<file path="src/rtl/mc_defs.sv">
// Shared definitions for the multicycle controller: state encodings,
// opcode/funct constants, datapath select encodings and the decode class.
package mc_defs;

  typedef enum logic [2:0] {
    S_FETCH  = 3'd0,
    S_DECODE = 3'd1,
    S_EXEC   = 3'd2,
    S_MEM    = 3'd3,
    S_WB     = 3'd4
  } state_t;

  // Opcodes
  localparam logic [5:0] OP_RTYPE = 6'h00;
  localparam logic [5:0] OP_J     = 6'h02;
  localparam logic [5:0] OP_JAL   = 6'h03;
  localparam logic [5:0] OP_BEQ   = 6'h04;
  localparam logic [5:0] OP_ORI   = 6'h0D;
  localparam logic [5:0] OP_LUI   = 6'h0F;
  localparam logic [5:0] OP_LW    = 6'h23;
  localparam logic [5:0] OP_SW    = 6'h2B;

  // R-type funct codes
  localparam logic [5:0] FN_JR    = 6'h08;
  localparam logic [5:0] FN_ADDU  = 6'h21;
  localparam logic [5:0] FN_SUBU  = 6'h23;

  // Register destination select
  localparam logic [1:0] RD_RT    = 2'd0;
  localparam logic [1:0] RD_RD    = 2'd1;
  localparam logic [1:0] RD_RA    = 2'd2;

  // Register write-data select
  localparam logic [1:0] M2R_ALU  = 2'd0;
  localparam logic [1:0] M2R_DM   = 2'd1;
  localparam logic [1:0] M2R_PC4  = 2'd2;

  // Immediate extension
  localparam logic [1:0] EXT_ZERO = 2'd0;
  localparam logic [1:0] EXT_SIGN = 2'd1;
  localparam logic [1:0] EXT_LUI  = 2'd2;

  // Next-PC select
  localparam logic [2:0] NPC_PC4  = 3'd0;
  localparam logic [2:0] NPC_BR   = 3'd1;
  localparam logic [2:0] NPC_J    = 3'd2;
  localparam logic [2:0] NPC_JR   = 3'd3;

  // ALU operation
  localparam logic [2:0] ALU_ADD  = 3'd0;
  localparam logic [2:0] ALU_SUB  = 3'd1;
  localparam logic [2:0] ALU_OR   = 3'd2;

  // One-hot instruction class; all-zero means illegal
  typedef struct packed {
    logic addu;
    logic subu;
    logic ori;
    logic lui;
    logic lw;
    logic sw;
    logic beq;
    logic j;
    logic jal;
    logic jr;
  } cls_t;

endpackage

</file>
<file path="src/rtl/mc_decode.sv">
// Combinational instruction classifier: Op/funct -> one-hot class + illegal.
module mc_decode
  import mc_defs::*;
(
  input  logic [5:0] op,
  input  logic [5:0] funct,
  output cls_t       cls,
  output logic       illegal
);

  // Classify the instruction; anything unrecognised leaves every class bit low
  always_comb begin
    cls = '0;
    case (op)
      OP_RTYPE: begin
        case (funct)
          FN_ADDU: cls.addu = 1'b1;
          FN_SUBU: cls.subu = 1'b1;
          FN_JR:   cls.jr   = 1'b1;
          default: cls      = '0;
        endcase
      end
      OP_ORI:  cls.ori = 1'b1;
      OP_LUI:  cls.lui = 1'b1;
      OP_LW:   cls.lw  = 1'b1;
      OP_SW:   cls.sw  = 1'b1;
      OP_BEQ:  cls.beq = 1'b1;
      OP_J:    cls.j   = 1'b1;
      OP_JAL:  cls.jal = 1'b1;
      default: cls     = '0;
    endcase
    illegal = ~(|cls);
  end

endmodule

</file>
<file path="src/rtl/multicycle_ctrl.sv">
// Multicycle MIPS-subset controller: FETCH/DECODE/EXEC/MEM/WB state machine,
// combinational control outputs, and a retired-instruction counter.
// Memory handshake: an access in FETCH or MEM completes in any cycle where
// mem_ready is 1; while mem_ready is 0 the FSM holds its state.
module multicycle_ctrl
  import mc_defs::*;
(
  input  logic        clk,
  input  logic        reset,
  input  logic [5:0]  Op,
  input  logic [5:0]  funct,
  input  logic        zero,
  input  logic        mem_ready,
  output logic        PCWr,
  output logic        IRWr,
  output logic        RegWrite,
  output logic        MemWrite,
  output logic        ALUSrc,
  output logic [1:0]  RegDst,
  output logic [1:0]  Mem2Reg,
  output logic [1:0]  ExtOp,
  output logic [2:0]  nPC_Sel,
  output logic [2:0]  ALUOp,
  output logic        illegal,
  output logic [31:0] retired,
  output logic [2:0]  state
);

  state_t state_q;
  state_t next_state;
  cls_t   cls;
  logic   dec_illegal;
  logic   final_cycle;

  mc_decode u_decode (
    .op      (Op),
    .funct   (funct),
    .cls     (cls),
    .illegal (dec_illegal)
  );

  assign state = state_q;

  // Next state, control outputs and last-cycle flag; write enables are
  // forced low while reset is held so nothing is written during reset
  always_comb begin
    next_state  = S_FETCH;
    final_cycle = 1'b0;
    PCWr        = 1'b0;
    IRWr        = 1'b0;
    RegWrite    = 1'b0;
    MemWrite    = 1'b0;
    ALUSrc      = 1'b0;
    RegDst      = RD_RT;
    Mem2Reg     = M2R_ALU;
    ExtOp       = EXT_ZERO;
    nPC_Sel     = NPC_PC4;
    ALUOp       = ALU_ADD;
    illegal     = 1'b0;
    case (state_q)
      S_FETCH: begin
        if (mem_ready) begin
          IRWr       = 1'b1;
          PCWr       = 1'b1;
          nPC_Sel    = NPC_PC4;
          next_state = S_DECODE;
        end else begin
          next_state = S_FETCH;
        end
      end
      S_DECODE: begin
        if (cls.j) begin
          PCWr        = 1'b1;
          nPC_Sel     = NPC_J;
          final_cycle = 1'b1;
        end else if (cls.jal) begin
          PCWr        = 1'b1;
          nPC_Sel     = NPC_J;
          RegWrite    = 1'b1;
          RegDst      = RD_RA;
          Mem2Reg     = M2R_PC4;
          final_cycle = 1'b1;
        end else if (cls.jr) begin
          PCWr        = 1'b1;
          nPC_Sel     = NPC_JR;
          final_cycle = 1'b1;
        end else if (dec_illegal) begin
          illegal     = 1'b1;
        end else begin
          next_state  = S_EXEC;
        end
      end
      S_EXEC: begin
        if (cls.beq) begin
          ALUOp       = ALU_SUB;
          PCWr        = zero;
          nPC_Sel     = NPC_BR;
          final_cycle = 1'b1;
        end else if (cls.addu || cls.subu) begin
          ALUOp       = cls.subu ? ALU_SUB : ALU_ADD;
          next_state  = S_WB;
        end else if (cls.ori || cls.lui) begin
          ALUOp       = ALU_OR;
          ExtOp       = cls.lui ? EXT_LUI : EXT_ZERO;
          ALUSrc      = 1'b1;
          next_state  = S_WB;
        end else if (cls.lw || cls.sw) begin
          ALUOp       = ALU_ADD;
          ExtOp       = EXT_SIGN;
          ALUSrc      = 1'b1;
          next_state  = S_MEM;
        end
      end
      S_MEM: begin
        if (cls.sw) begin
          MemWrite    = 1'b1;
          final_cycle = mem_ready;
          next_state  = mem_ready ? S_FETCH : S_MEM;
        end else if (cls.lw) begin
          next_state  = mem_ready ? S_WB : S_MEM;
        end
      end
      S_WB: begin
        RegWrite    = 1'b1;
        RegDst      = (cls.addu || cls.subu) ? RD_RD : RD_RT;
        Mem2Reg     = cls.lw ? M2R_DM : M2R_ALU;
        final_cycle = 1'b1;
      end
      default: next_state = S_FETCH;
    endcase
    if (!reset) begin
      PCWr        = 1'b0;
      IRWr        = 1'b0;
      RegWrite    = 1'b0;
      MemWrite    = 1'b0;
      illegal     = 1'b0;
      final_cycle = 1'b0;
    end
  end

  // State register and retired-instruction counter (wraps naturally)
  always_ff @(posedge clk or negedge reset) begin
    if (!reset) begin
      state_q <= S_FETCH;
      retired <= 32'd0;
    end else begin
      state_q <= next_state;
      if (final_cycle) retired <= retired + 32'd1;
    end
  end

endmodule

</file>
<file path="config.mk">
export PLATFORM = sky130hd
export DESIGN_NAME = multicycle_ctrl
export DESIGN_NICKNAME = d
export VERILOG_FILES = /design/src/rtl/mc_defs.sv /design/src/rtl/mc_decode.sv /design/src/rtl/multicycle_ctrl.sv
export SDC_FILE = /design/constraint.sdc
export NUM_CORES = 1
export LEC_CHECK = 0
export ABC_AREA = 1
export BUFFER_PORTS_ARGS = -buffer_cell sky130_fd_sc_hd__buf_2
export CELL_PAD_IN_SITES_DETAIL_PLACEMENT = 1
export CELL_PAD_IN_SITES_GLOBAL_PLACEMENT = 1
export CORE_MARGIN = 8
export CORE_UTILIZATION = 39
export DETAILED_ROUTE_END_ITERATION = 8
export GPL_TIMING_DRIVEN = 0
export HOLD_SLACK_MARGIN = 0.06
export MAX_ROUTING_LAYER = met4
export PLACE_DENSITY_LB_ADDON = 0.1
export SLEW_MARGIN = 40
export SYNTH_ARGS = -nofsm -noshare
export SYNTH_HDL_FRONTEND = slang
export SYNTH_SLANG_ARGS = --single-unit
</file>
<file path="constraint.sdc">
create_clock -name clk -period 2.4 [get_ports clk]
set_clock_uncertainty 0.1 [all_clocks]
set_input_delay 0.48 -clock clk [delete_from_list [all_inputs] [get_ports clk]]
set_output_delay 0.48 -clock clk [all_outputs]
set_load 0.005 [all_outputs]
</file>
* Yosys cells after proc, flatten, opt, wreduce, memory -nomap -nowiden
Index checks and enable logic that the tools add are counted.
** Word-level totals
- Output and inout port bits :: 53
- Bits in registers :: 35
- Logic and storage cells :: 102
** Cells by class
- Add/sub/neg operators :: 1
- Muxes and demuxes :: 79
- Reductions and logical operators :: 6
- Equality and inequality tests :: 14
** Operators with widths (count)
- 1-bit 2-to-1 mux :: 45
- 2-bit 2-to-1 mux :: 21
- 32-bit by 1-bit adder with 32-bit output (second input constant) :: 1
- 6-bit == test (second input constant) :: 4
- 6-bit by 4-bit == test with 1-bit output (second input constant) :: 3
- 3-bit 2-to-1 mux :: 6
- 6-bit by 2-bit == test with 1-bit output (second input constant) :: 2
- 2-bit one-hot mux with 2 select lines :: 3
- 3-bit one-hot mux with 4 select lines :: 1
- 10-bit OR reduction :: 1
- 3-bit by 2-bit == test with 1-bit output (second input constant) :: 2
- 6-bit by 3-bit == test with 1-bit output (second input constant) :: 1
- 6-bit logical NOT :: 1
- 1-bit one-hot mux with 4 select lines :: 1
- 3-bit by 1-bit == test with 1-bit output (second input constant) :: 1
- 3-bit == test (second input constant) :: 1
- 3-bit logical NOT :: 1
- 1-bit logical OR :: 3
- 1-bit one-hot mux with 3 select lines :: 1
- 1-bit one-hot mux with 2 select lines :: 1

* Logic depth before layout (Yosys ltp)
Gate-level depths: netlist of the first run.
- Depth in word-level cells :: 10
- Depth in mapped cells :: 12
- Depth with buffers taken out :: 11

* By module
Synthesis of the first run repeated with hierarchy kept, for this count alone.
** Unflattened totals
- Cell total of the unflattened synthesis :: 475
- Area total of the unflattened synthesis :: 2816.5 um^2
** By module, submodules not included
- multicycle_ctrl :: times used 1, area an instance 2578.7 um^2, cells an instance 422
- mc_decode :: times used 1, area an instance 237.7 um^2, cells an instance 53

* Worst setup path before layout of the first run
OpenSTA, ideal clock, no wires.
- Path kind :: flip-flop to output port
- Start point :: register state_q[2], in the netlist state[2]
- End point :: output RegWrite
- Path slack :: 520 ps
- Data required time :: 1820 ps
- Cell stages (with the launch flop) :: 6
- Arrival time :: 1300 ps
- Path through :: dfrtp_1 -> nor3_1 -> inv_1 -> nor3_1 -> a21oi_1 -> nor2_1
** On the way
- Word-level cells in the longest chain between the ends :: 3
** Ends and longest elaborated chain
- start: declaration :: line multicycle_ctrl.sv:29 : state_t state_q;
- start signal: assignment :: line multicycle_ctrl.sv:147 : state_q <= next_state;
- 3-bit == test / 3-bit by 1-bit == test with 1-bit output (equally long branches) :: line multicycle_ctrl.sv:60 : case (state_q)
- 1-bit one-hot mux with 2 select lines (*) :: line multicycle_ctrl.sv:60
- 1-bit 2-to-1 mux (*) :: line multicycle_ctrl.sv:131 : if (!reset) begin
- end: declaration :: line multicycle_ctrl.sv:16 : output logic RegWrite,
Mark *: on every way between the ends. The rest lies on a longest branch, timed or not.

* Worst setup path in the final report of the first run
Ends and elaborated chain as after synthesis.

==> results of run 1 <==
[sequential cells by signal, summed over array words and instances, names as in the netlist]
| register | cells |
|---|---|
| retired | 32 |
| state | 3 |
[critical path, stage by stage, from the launching register on]
cell	delay (ns)
dfrtp_1	0.44
nor3_2	0.29
inv_1	0.12
nor3_2	0.22
a21oi_1	0.07
nor2_1	0.08
buf_2	0.12
[synth_stat cells]
| cell | number | area share, % |
|---|---|---|
| nand2_4 | 1 | 0.43 |
| buf_4 | 6 | 1.7 |
| xor2_1 | 11 | 3.7 |
| o21ai_0 | 3 | 0.57 |
| ha_1 | 1 | 0.47 |
| nor4_1 | 2 | 0.47 |
| nand3b_1 | 14 | 4.0 |
| nor2_2 | 4 | 0.95 |
| nand4_1 | 1 | 0.24 |
| buf_6 | 3 | 1.3 |
| nor3_1 | 4 | 0.76 |
| a21oi_1 | 2 | 0.38 |
| conb_1 | 1 | 0.14 |
| xnor2_1 | 4 | 1.3 |
| nand3_4 | 1 | 0.67 |
| nor2_4 | 1 | 0.43 |
| dfrtp_1 | 35 | 33 |
| nand2_1 | 179 | 26 |
| inv_2 | 3 | 0.43 |
| nand2_2 | 1 | 0.24 |
| nand3_2 | 1 | 0.38 |
| clkbuf_1 | 2 | 0.29 |
| nor2_1 | 68 | 9.7 |
| buf_2 | 2 | 0.38 |
| o32ai_1 | 1 | 0.33 |
| inv_1 | 24 | 3.4 |
| nand3_1 | 44 | 8.4 |
| a31oi_1 | 1 | 0.24 |
[kinds of logic after synthesis]
logic type | Yosys count
AOI/OAI and AO/OA | 7
xor gates and xnor gates | 15
adders and majority gates | 1
buffers and inverters | 40
DFF | 35
other | 1
and+or+nand+nor | 321
[worst max-delay path by stage]
stage,from,end,slack (ns),cells past startpoint
floorplan,state[2]$_DFF_PN0_,RegWrite,0.52,5
global placement,reset,illegal,-0.31,5
detailed placement,reset,illegal,-0.32,5
CTS,state[2]$_DFF_PN0_,RegWrite,0.06,6
global route,state[2]$_DFF_PN0_,RegWrite,0.03,6
finish,state[2]$_DFF_PN0_,RegWrite,0.20,6
[metal layers]
metal / track usage [%] / up-vias
li1: - / 1465
met1: 24.3 / 1388
met2: 31.9 / 68
met3: 3.41 / 8
met4: 5.08 / 0
met5: - / -
[layout make-up]
type	count	area [um^2]	share of cell area, %
Buffer	13	96.3	3.01
Clock buffer	5	68.8	2.15
Clock inverter	3	15.0	0.469
Inverter	27	101	3.17
Multi-Input combinational cell	346	1570	49.2
Sequential cell	35	876	27.4
Tap cell	80	100	3.13
Timing Repair Buffer	68	367	11.5
[power breakdown]
part | internal [mW] | switching (mW) | leakage, nW | total [mW]
logic | 0.0382 | 0.0711 | 1.21 | 0.109
clock network | 0.199 | 0.226 | 0.0477 | 0.425
registers | 0.595 | 0.00976 | 0.487 | 0.605
[stage by stage]
step	std cells	util [%]
floorplan	421	-
global placement	567	45.9
detailed placement	567	45.9
CTS	577	47.8
global route	577	47.9
finish	577	47.9
[repair_timing]
item,in CTS,in global routing
pin swaps,0,0
hold endpoints to repair,35,0
hold buffers,2,0
setup endpoints to repair,6,2
gates resized for setup,3,1
==> run summary, run 1 <==
TIMING
-----------------------------------------------------------------------------------------------------------------
Least-Margin Pin Slew ..............................................................................     0.542 ns
Hold Vio Cnt, Final ................................................................................            0
Slack of the critical path .........................................................................     0.196 ns
Max-slew violation total from the final report .....................................................            0
Final setup violation count ........................................................................            0
Crit path time final ...............................................................................      2.20 ns
Final cycle utilization of the critical path .......................................................        91.8%
Setup TNS Final ....................................................................................         0 ns
RSZ-0062 raised after global routing ...............................................................           no
Highest attainable clock frequency .................................................................      454 MHz
Worst-case hold slack ..............................................................................     0.409 ns
Max transition margin ..............................................................................        63.9%

POWER
-----------------------------------------------------------------------------------------------------------------
Standby leakage power ..............................................................................      1.74 nW
VDD IR max .........................................................................................     0.215 mV
Total power of the final layout ....................................................................      1.14 mW
Power per standard cell area .......................................................................  356 nW/um^2

DETAILED ROUTING
-----------------------------------------------------------------------------------------------------------------
Met1 wire length ...................................................................................      4.17 mm
Via count normalized by instance count .............................................................         5.08
DRC errors left ....................................................................................            0
Post-Route WL ......................................................................................      8.82 mm
Remaining antenna violation count after routing ....................................................            0
Highest signal layer in the routed design ..........................................................         met4
Routed wire per std cell ...........................................................................      15.3 um
Iter 0 DRT Violations ..............................................................................          154
Met2 routed wirelength .............................................................................      4.18 mm
WL met3 ............................................................................................       347 um
TritonRoute pass-1 iters ...........................................................................            4
Total number of vias ...............................................................................        2,929

CLOCK NETWORK
-----------------------------------------------------------------------------------------------------------------
Level count of the clock H-tree ....................................................................            2
Count of buffers added by post-CTS timing repair for setup .........................................            0
CTS root buf .......................................................................................     clkbuf_8
Buffers from clock root to sink, at most ...........................................................            2
Register clock-pin slew on the reported worst setup and hold paths .................................      0.08 ns
Inserted Clock Buffers .............................................................................            5
Clk_lat worst skew .................................................................................      0.29 ns
CTS sink count .....................................................................................           35
CTS tree ...........................................................................................         done

PLACEMENT
-----------------------------------------------------------------------------------------------------------------
Worst slack at placement ...........................................................................    -0.322 ns
Instance area at placement .........................................................................    3070 um^2
Count of port buffers added during placement .......................................................           66
GPL Wtd Cong .......................................................................................        0.915
Detailed-placement wirelength estimate .............................................................      7.23 mm

FLOORPLAN
-----------------------------------------------------------------------------------------------------------------
Die ar. ............................................................................................    9640 um^2
Die span in x ......................................................................................      98.2 um
Initial cell density of the core ...................................................................        39.4%
I/O pin count ......................................................................................           69
Die height .........................................................................................      98.2 um
Standard cell core area ............................................................................    6680 um^2
Row count ..........................................................................................           30

CRITICAL PATH
-----------------------------------------------------------------------------------------------------------------
Required time worst endpoint .......................................................................      1.82 ns
WS Path Type ....................................................................................... flip-flop to output pin
Maximum fanout along the worst path ................................................................            5
Signal arrival time at the worst endpoint ..........................................................      1.62 ns
Type of element launching the critical path ........................................................    flip-flop
Worst reg2reg startpoint ........................................................................... retired[0]$_DFFE_PN0P_
Sort of element at the end of the critical path ....................................................   output pin
Setup slack, reg-to-reg ............................................................................      0.29 ns
Reg2Reg Capture Point .............................................................................. retired[28]$_DFFE_PN0P_
Logic depth of the worst register-to-register path .................................................           10

YOSYS
-----------------------------------------------------------------------------------------------------------------
Largest family of logic cells by synthesized area .................................................. simple AND/OR/NAND/NOR gates
Simple logic cell fraction of the synthesized area .................................................        52.1%
Mapped Cells .......................................................................................          420
XOR/XNOR share of the synthesized area .............................................................        4.99%
Mapped Area ........................................................................................    2630 um^2
Post-synthesis mux area share ......................................................................           0%
Mean area per synthesized cell .....................................................................    6.27 um^2
Arithmetic-cell share of the synthesized area counting full adders, half adders and majority gates .       0.475%
Warnings from Yosys ................................................................................            0
Synthesized-area fraction occupied by ao, oa, aoi and oai cells ....................................        1.52%
Fraction of the yosys area taken by sequential cells ...............................................        33.3%
Flip-flop and latch count after synthesis ..........................................................           35
Post-synth cell types ..............................................................................           28

GRT
-----------------------------------------------------------------------------------------------------------------
Global-route wire length before repair .............................................................      15.0 mm
Overflow left after global routing .................................................................            0
Initial antenna violation count ....................................................................            0
Combined global-route utilization of all metal layers ..............................................        19.5%
Pin count of the biggest net entering global routing ...............................................           36
Via count of the first global-routing pass .........................................................        3,033

FINAL LAYOUT
-----------------------------------------------------------------------------------------------------------------
Fraction of final layout cells sized beyond drive strength 1 .......................................        20.1%
Post-route design area .............................................................................    3200 um^2
Nets@finish ........................................................................................          513
Number of diodes ...................................................................................            0
Most common cell after layout, fill and taps aside .................................................      nand2_1
Layout-stage area growth over the synthesis result .................................................        21.4%
Most frequent cells in the layout .................................................................. nand2_1 (179), nor2_1 (68), buf_2 (67)
Fill count .........................................................................................          930

WORST HOLD PATH
-----------------------------------------------------------------------------------------------------------------
Number of cells on the worst hold path .............................................................            3
Min-delay src ......................................................................................    mem_ready
Endpoint of the worst hold path .................................................................... state[2]$_DFF_PN0_
Hold Crit Class .................................................................................... input port to flip-flop

JOB
-----------------------------------------------------------------------------------------------------------------
Max Cap Violations .................................................................................            0

RUN STATUS
-----------------------------------------------------------------------------------------------------------------
Result of the run .................................................................................. complete, no violations

(Power assumes the default switching activity.)
==> inputs of run 2 (changes only) <==
--- a/config.mk
+++ b/config.mk
@@ -15,7 +15,7 @@
 export GPL_TIMING_DRIVEN = 0
 export HOLD_SLACK_MARGIN = 0.06
 export MAX_ROUTING_LAYER = met4
-export PLACE_DENSITY_LB_ADDON = 0.1
+export PLACE_DENSITY = 0.89
 export SLEW_MARGIN = 40
 export SYNTH_ARGS = -nofsm -noshare
 export SYNTH_HDL_FRONTEND = slang
==> run summary, run 2 (synthesis results as in run 1) <==
FINAL LAYOUT
------------------------------------------------------------------------------------
Fill count ............................................................          944   +1.5%
Number of diodes ......................................................            0   unchanged
Fraction of final layout cells sized beyond drive strength 1 ..........        19.9%   -0.20 points
Most common cell after layout, fill and taps aside ....................      nand2_1
Most frequent cells in the layout ..................................... nand2_1 (179), nor2_1 (68), buf_2 (67)
Post-route design area ................................................    3200 um^2   about the same
Number of flip-flops under the largest register name ..................           32   unchanged
Register bank with the most flops .....................................      retired
Layout-stage area growth over the synthesis result ....................        21.5%   about the same
Nets@finish ...........................................................          513   unchanged

PLACEMENT
------------------------------------------------------------------------------------
Instance area at placement ............................................    3070 um^2   unchanged
GPL Wtd Cong ..........................................................        0.924   +0.99%
Detailed-placement wirelength estimate ................................      7.18 mm   -0.72%
Count of port buffers added during placement ..........................           66   unchanged

POWER
------------------------------------------------------------------------------------
VDD IR max ............................................................     0.155 mV   -28%
Standby leakage power .................................................      1.73 nW   -0.37%
Power per standard cell area ..........................................  360 nW/um^2   +1.1%
Total power of the final layout .......................................      1.15 mW   +1.1%

GRT
------------------------------------------------------------------------------------
Overflow left after global routing ....................................            0   unchanged
Via count of the first global-routing pass ............................        3,230   +6.5%
Initial antenna violation count .......................................            0   unchanged
Combined global-route utilization of all metal layers .................        19.4%   -0.14 points
Global-route wire length before repair ................................      15.0 mm   -0.37%
Pin count of the biggest net entering global routing ..................           36   unchanged

CRITICAL PATH
------------------------------------------------------------------------------------
Worst-path cell with the longest stage delay ..........................      dfrtp_1
Required time worst endpoint ..........................................      1.82 ns   about the same
Count of buffering cells on the critical path with inverters included .            2   unchanged
Sort of element at the end of the critical path .......................   output pin
Dominant cell type by count on the critical path ......................       nor3_2
Crit path max-delay family ............................................ simple AND/OR/NAND/NOR gates
Type of element launching the critical path ...........................    flip-flop
Maximum fanout along the worst path ...................................            5   unchanged
Critical path cell sequence ........................................... nor3_2 -> inv_1 -> nor3_2 -> a21oi_1 -> nor2_1 -> buf_2
Longest individual stage delay on the worst path ......................      0.44 ns   about the same
Signal arrival time at the worst endpoint .............................      1.63 ns   about the same
WS Path Type .......................................................... flip-flop to output pin

CLOCK NETWORK
------------------------------------------------------------------------------------
CTS tree ..............................................................         done
Register clock-pin slew on the reported worst setup and hold paths ....      0.08 ns   about the same
Buffers from clock root to sink, at most ..............................            2   unchanged
Count of buffers added by post-CTS timing repair for setup ............            0   unchanged
Clk_lat worst skew ....................................................      0.29 ns   about the same
Inserted Clock Buffers ................................................            5   unchanged
CTS sink count ........................................................           35   unchanged
CTS root buf ..........................................................     clkbuf_8
Level count of the clock H-tree .......................................            2   unchanged

TIMING
------------------------------------------------------------------------------------
Highest attainable clock frequency ....................................      453 MHz   -0.16%
Final setup violation count ...........................................            0   unchanged
Final cycle utilization of the critical path ..........................        92.0%   +0.15 points
Hold Vio Cnt, Final ...................................................            0   unchanged
RSZ-0062 raised after global routing ..................................           no
Max-slew violation total from the final report ........................            0   unchanged
Crit path time final ..................................................      2.21 ns   +0.00351 ns

DETAILED ROUTING
------------------------------------------------------------------------------------
Highest signal layer in the routed design .............................         met4
DRC errors left .......................................................            0   unchanged
Post-Route WL .........................................................      8.87 mm   +0.66%
WL met3 ...............................................................       537 um   +55%
Via count normalized by instance count ................................         5.26   +3.6%
Total number of vias ..................................................        3,035   +3.6%
Remaining antenna violation count after routing .......................            0   unchanged
TritonRoute pass-1 iters ..............................................            5   +1
Met2 routed wirelength ................................................      4.21 mm   +0.60%
Iter 0 DRT Violations .................................................           85   -45%
Routed wire per std cell ..............................................      15.4 um   +0.66%
Met1 wire length ......................................................      3.93 mm   -5.8%

FLOORPLAN
------------------------------------------------------------------------------------
Die span in x .........................................................      98.2 um   unchanged
I/O pin count .........................................................           69   unchanged
Row count .............................................................           30   unchanged
Standard cell core area ...............................................    6680 um^2   unchanged
Die ar. ...............................................................    9640 um^2   unchanged
Initial cell density of the core ......................................        39.4%   unchanged
Die height ............................................................      98.2 um   unchanged

JOB
------------------------------------------------------------------------------------
Max Cap Violations ....................................................            0   unchanged

WORST HOLD PATH
------------------------------------------------------------------------------------
Hold Crit Class ....................................................... flip-flop to flip-flop

RUN STATUS
------------------------------------------------------------------------------------
Result of the run ..................................................... complete, no violations

==> run 2: per-layer routing <==
metal / GRT usage [%] / vias to the layer above
met2: 32.5 / 113
met1: 22.7 / 1430
met4: 6.73 / 0
li1: - / 1470
met3: 3.70 / 22
met5: - / -
==> run 2: worst paths after layout <==
path / startpoint / endpoint / slack (ns) / cells past startpoint
setup / recovery: state[2]$_DFF_PN0_ / RegWrite / 0.19 / 6
hold / removal: retired[31]$_DFFE_PN0P_ / retired[31]$_DFFE_PN0P_ / 0.42 / 2
setup reg to reg: retired[0]$_DFFE_PN0P_ / retired[28]$_DFFE_PN0P_ / 0.26 / 10
hold reg to reg: retired[31]$_DFFE_PN0P_ / retired[31]$_DFFE_PN0P_ / 0.42 / 2
max in group asynchronous: reset / retired[31]$_DFFE_PN0P_ / 1.38 / 3
min in group asynchronous: reset / retired[5]$_DFFE_PN0P_ / 0.64 / 3
==> run 2: repair_timing <==
action / CTS / global route
hold buffers: 2 / 0
pin swaps: 0 / 0
endpoints found under the setup margin: 6 / 3
resized for setup: 3 / 1
endpoints found under the hold margin: 35 / 0
==> run 2: cell type report <==
| class | instances | area (um^2) | area share (%) |
|---|---|---|---|
| clock inverter | 2 | 12.5 | 0.391 |
| clock buffer | 6 | 72.6 | 2.27 |
| tap | 80 | 100 | 3.13 |
| timing repair buffer | 68 | 367 | 11.5 |
| multi-input combinational | 346 | 1570 | 49.2 |
| sequential | 35 | 876 | 27.4 |
| inverter | 27 | 101 | 3.17 |
| buffer | 13 | 96.3 | 3.01 |
==> run 2: per-stage QoR <==
step	hold slack, ns	setup slack (ns)	util (%)	setup TNS, ns	instances
2_1_floorplan	0.0844	0.520	-	0	421
3_3_place_gp	0.391	-0.277	45.9	-0.535	567
3_5_place_dp	0.413	-0.316	45.9	-0.827	567
4_1_cts	0.412	0.0285	47.8	0	577
5_1_grt	0.428	0.0514	47.9	0	577
6_report	0.423	0.192	47.9	0	577
==> run 2: where the power goes <==
part / total [mW] / switching, mW / internal, mW
logic: 0.110 / 0.0719 / 0.0382
registers: 0.607 / 0.0119 / 0.595
clock network: 0.435 / 0.232 / 0.203
==> run 2: tightest hold or removal path, stage by stage (launching register included) <==
cell and delay [ns]:
dfrtp_1 0.37, nand2_1 0.06, nand2_1 0.05
==> inputs of run 3 (changes only) <==
--- a/config.mk
+++ b/config.mk
@@ -5,13 +5,13 @@
 export SDC_FILE = /design/constraint.sdc
 export NUM_CORES = 1
 export LEC_CHECK = 0
-export ABC_AREA = 1
 export BUFFER_PORTS_ARGS = -buffer_cell sky130_fd_sc_hd__buf_2
 export CELL_PAD_IN_SITES_DETAIL_PLACEMENT = 1
 export CELL_PAD_IN_SITES_GLOBAL_PLACEMENT = 1
 export CORE_MARGIN = 8
-export CORE_UTILIZATION = 39
+export CORE_UTILIZATION = 41
 export DETAILED_ROUTE_END_ITERATION = 8
+export GPL_ROUTABILITY_DRIVEN = 0
 export GPL_TIMING_DRIVEN = 0
 export HOLD_SLACK_MARGIN = 0.06
 export MAX_ROUTING_LAYER = met4
==> run summary, run 3 <==
YOSYS
------------------------------------------------------------------------------------
Mapped Cells ..........................................................          217   -48%
Area contributors post-synth .......................................... dfrtp_1 (40%), xor2_1 (10%), nor4_2 (6.9%)
EDFF count, synth .....................................................            0   unchanged
Post-synth cell types .................................................           50   +79%
Cell type with the largest total area after synthesis .................      dfrtp_1
Most repeated cell in the gate-level netlist after synthesis ..........      dfrtp_1
Mapped Area ...........................................................    2180 um^2   -17%
Warnings from Yosys ...................................................            0   unchanged
Share of the synthesized area in the top cell type ....................        40.2%   +7.0 points
Top cells by count, synth ............................................. dfrtp_1 (35), xor2_1 (26), nand2_1 (16)
Flip-flop and latch count after synthesis .............................           35   unchanged
Fraction of the yosys area taken by sequential cells ..................        40.2%   +7.0 points
Ys async rst share ....................................................         100%   unchanged
Dominant register cell in the synthesized netlist .....................      dfrtp_1
Mean area per synthesized cell ........................................    10.0 um^2   +60%

FINAL LAYOUT
------------------------------------------------------------------------------------
Number of diodes ......................................................            0   unchanged
Final core utilization ................................................        54.8%   +6.9 points
Nets@finish ...........................................................          308   -40%
Layout-stage area growth over the synthesis result ....................        28.4%
Fraction of final layout cells sized beyond drive strength 1 ..........        41.8%   +22 points
Most common cell after layout, fill and taps aside ....................        buf_2
Number of flip-flops under the largest register name ..................           32   unchanged
Register bank with the most flops .....................................      retired
Most frequent cells in the layout ..................................... buf_2 (65), dfrtp_1 (34), xor2_1 (26)
Final Instance Count excl. Fillers ....................................          362   -37%

RUN STATUS
------------------------------------------------------------------------------------
Failing checks ........................................................ negative setup slack
Result of the run ..................................................... complete, but fails checks

TIMING
------------------------------------------------------------------------------------
Least-Margin Pin Slew .................................................     0.753 ns
Crit path time final ..................................................      2.45 ns   +0.247 ns
Final setup violation count ...........................................            1   +1
RSZ-0062 raised after global routing ..................................          yes
Max transition margin .................................................        49.8%
Final cycle utilization of the critical path ..........................         102%   +10 points
Setup TNS Final .......................................................   -0.0549 ns   -0.0549 ns
Hold Vio Cnt, Final ...................................................            0   unchanged
Max-slew violation total from the final report ........................            0   unchanged
Slack of the critical path ............................................   -0.0549 ns   -0.247 ns
Highest attainable clock frequency ....................................      407 MHz   -10%

CRITICAL PATH
------------------------------------------------------------------------------------
Worst reg2reg startpoint .............................................. state[2]$_DFF_PN0_
Required time worst endpoint ..........................................      1.82 ns   about the same
Worst setup path endpoint .............................................      illegal
Signal arrival time at the worst endpoint .............................      1.87 ns   +0.24 ns
Longest individual stage delay on the worst path ......................      0.41 ns   -0.03 ns
WS Path Type .......................................................... input port to output pin
Dominant cell type by count on the critical path ......................        or3_4
Critical path origin ..................................................        Op[4]
Setup slack, reg-to-reg ...............................................      0.03 ns   -0.23 ns
Crit path max-delay family ............................................ simple AND/OR/NAND/NOR gates
Count of buffering cells on the critical path with inverters included .            2   unchanged
Critical path cell sequence ........................................... buf_4 -> or3_4 -> or3_4 -> o21ai_4 -> a211oi_2 -> nand2_1 -> nor2_1 -> buf_2
Maximum fanout along the worst path ...................................            5   unchanged
Logic depth of the worst register-to-register path ....................            8   -2
Type of element launching the critical path ...........................   input port
Sort of element at the end of the critical path .......................   output pin
Worst-path cell with the longest stage delay ..........................        or3_4
Reg2Reg Capture Point ................................................. retired[27]$_DFFE_PN0P_
Number of cells on the critical path ..................................            8   +2

CLOCK NETWORK
------------------------------------------------------------------------------------
Inserted Clock Buffers ................................................            5   unchanged
CTS tree ..............................................................         done
CTS sink count ........................................................           35   unchanged
Buffers from clock root to sink, at most ..............................            2   unchanged
CTS root buf ..........................................................     clkbuf_8
Register clock-pin slew on the reported worst setup and hold paths ....      0.07 ns   about the same
Clk_lat worst skew ....................................................      0.29 ns   about the same
Level count of the clock H-tree .......................................            2   unchanged
CTS Hold Bufs .........................................................            0   -2

POWER
------------------------------------------------------------------------------------
Standby leakage power .................................................      1.32 nW   -24%
Total power of the final layout .......................................      1.37 mW   +19%
Power per standard cell area ..........................................  491 nW/um^2   +36%
VDD IR max ............................................................     0.246 mV   +58%

GRT
------------------------------------------------------------------------------------
Initial antenna violation count .......................................            0   unchanged
Global routing met2 resource utilization ..............................        30.2%   -2.3 points
Overflow left after global routing ....................................            0   unchanged
Pin count of the biggest net entering global routing ..................           42   +17%
Global-route wire length before repair ................................      10.7 mm   -28%
Global route hottest layer ............................................         met2
Combined global-route utilization of all metal layers .................        18.0%   -1.4 points
Met1 Resource Use GR ..................................................        21.1%   -1.7 points
Via count of the first global-routing pass ............................        2,165   -33%
GR Layer Usage met3 ...................................................        3.68%   -0.022 points

FLOORPLAN
------------------------------------------------------------------------------------
Initial cell density of the core ......................................        42.7%   +3.2 points
Die span in x .........................................................      88.9 um   -9.5%
Die height ............................................................      88.9 um   -9.5%
I/O pin count .........................................................           69   unchanged
Row count .............................................................           26   -13%
Standard cell core area ...............................................    5110 um^2   -24%
Die ar. ...............................................................    7900 um^2   -18%

WORST HOLD PATH
------------------------------------------------------------------------------------
Hold Crit Class ....................................................... input port to asynchronous set/reset pin

DETAILED ROUTING
------------------------------------------------------------------------------------
Post-Route WL .........................................................      6.69 mm   -25%
Iter 0 DRT Violations .................................................           55   -35%
TritonRoute pass-1 iters ..............................................            4   -1
Remaining antenna violation count after routing .......................            0   unchanged
Total number of vias ..................................................        1,957   -36%
DRC errors left .......................................................            0   unchanged
Routed wire per std cell ..............................................      18.5 um   +20%
Via count normalized by instance count ................................         5.41   +2.8%

PLACEMENT
------------------------------------------------------------------------------------
Count of port buffers added during placement ..........................           66   unchanged
Detailed-placement wirelength estimate ................................      4.77 mm   -34%
Cell count after placement ............................................          354   -38%

JOB
------------------------------------------------------------------------------------
Max Cap Violations ....................................................            0   unchanged

[run 3: worst min path at each step]
stage	start	to	cells after the start
after floorplan	reset	retired[0]$_DFFE_PN0P_	0
after global placement	retired[31]$_DFFE_PN0P_	retired[31]$_DFFE_PN0P_	1
after detailed placement	reset	retired[25]$_DFFE_PN0P_	1
after CTS	reset	state[2]$_DFF_PN0_	1
after global routing	reset	retired[31]$_DFFE_PN0P_	1
final	reset	retired[25]$_DFFE_PN0P_	1
[run 3: through the flow]
stage	area, um^2	setup WS [ns]	hold WS [ns]
2_1_floorplan	2180	0.201	0.0844
3_3_place_gp	2600	-0.303	0.354
3_5_place_dp	2600	-0.213	0.375
4_1_cts	2740	-0.0337	0.0679
5_1_grt	2800	-0.114	0.0795
6_report	2800	-0.0549	0.0568
[run 3: final cells by class]
type                       count  area [um^2]
sequential                    35          877
clock inverter                 2         35.0
multi-input combinational    165         1270
timing repair buffer          68          350
tap                           70         87.6
fill                         620         2310
clock buffer                   6         82.6
inverter                       5         18.8
buffer                        11         77.6
[run 3: cell families (layout without fill, tap and decap cells)]
family,Yosys count,count (layout),synth area share [%]
simple gates,114,114,36.3
compound gates,15,15,4.88
other cells,1,2,0.172
fa+ha+maj,1,1,0.574
buf+inv,18,92,4.42
mux,2,2,0.976
xor+xnor,31,31,12.5
flops,35,35,40.2
[run 3: power breakdown]
| group | total, mW | switching (mW) | internal, mW | leakage (nW) |
|---|---|---|---|---|
| clock | 0.558 | 0.222 | 0.336 | 0.0612 |
| combinational | 0.159 | 0.0869 | 0.0723 | 0.828 |
| sequential | 0.656 | 0.0376 | 0.619 | 0.436 |
| total | 1.37 | 0.347 | 1.03 | 1.32 |
[run 3: layer usage]
| metal | share of wire, % | up-vias |
|---|---|---|
| met1 | 44 | 971 |
| met5 | 0 | - |
| met3 | 4.7 | 8 |
| met2 | 50 | 55 |
| li1 | - | 923 |
| met4 | 1.3 | 0 |
[run 3: worst reg2reg max path: cells and delay by family, from the launching register on]
family,cells,cell delay (ns)
flops,1,0.35
xor+xnor,1,0.18
simple gates,3,0.50
compound gates,2,0.61
buf+inv,2,0.52
[run 3: timing repair]
item / CTS / global route
resized for setup: 6 / 15
endpoints found under the hold margin: 0 / 0
setup endpoints to repair: 10 / 14
gates cloned: 0 / 1
pin swaps: 4 / 2
setup buffers: 1 / 0
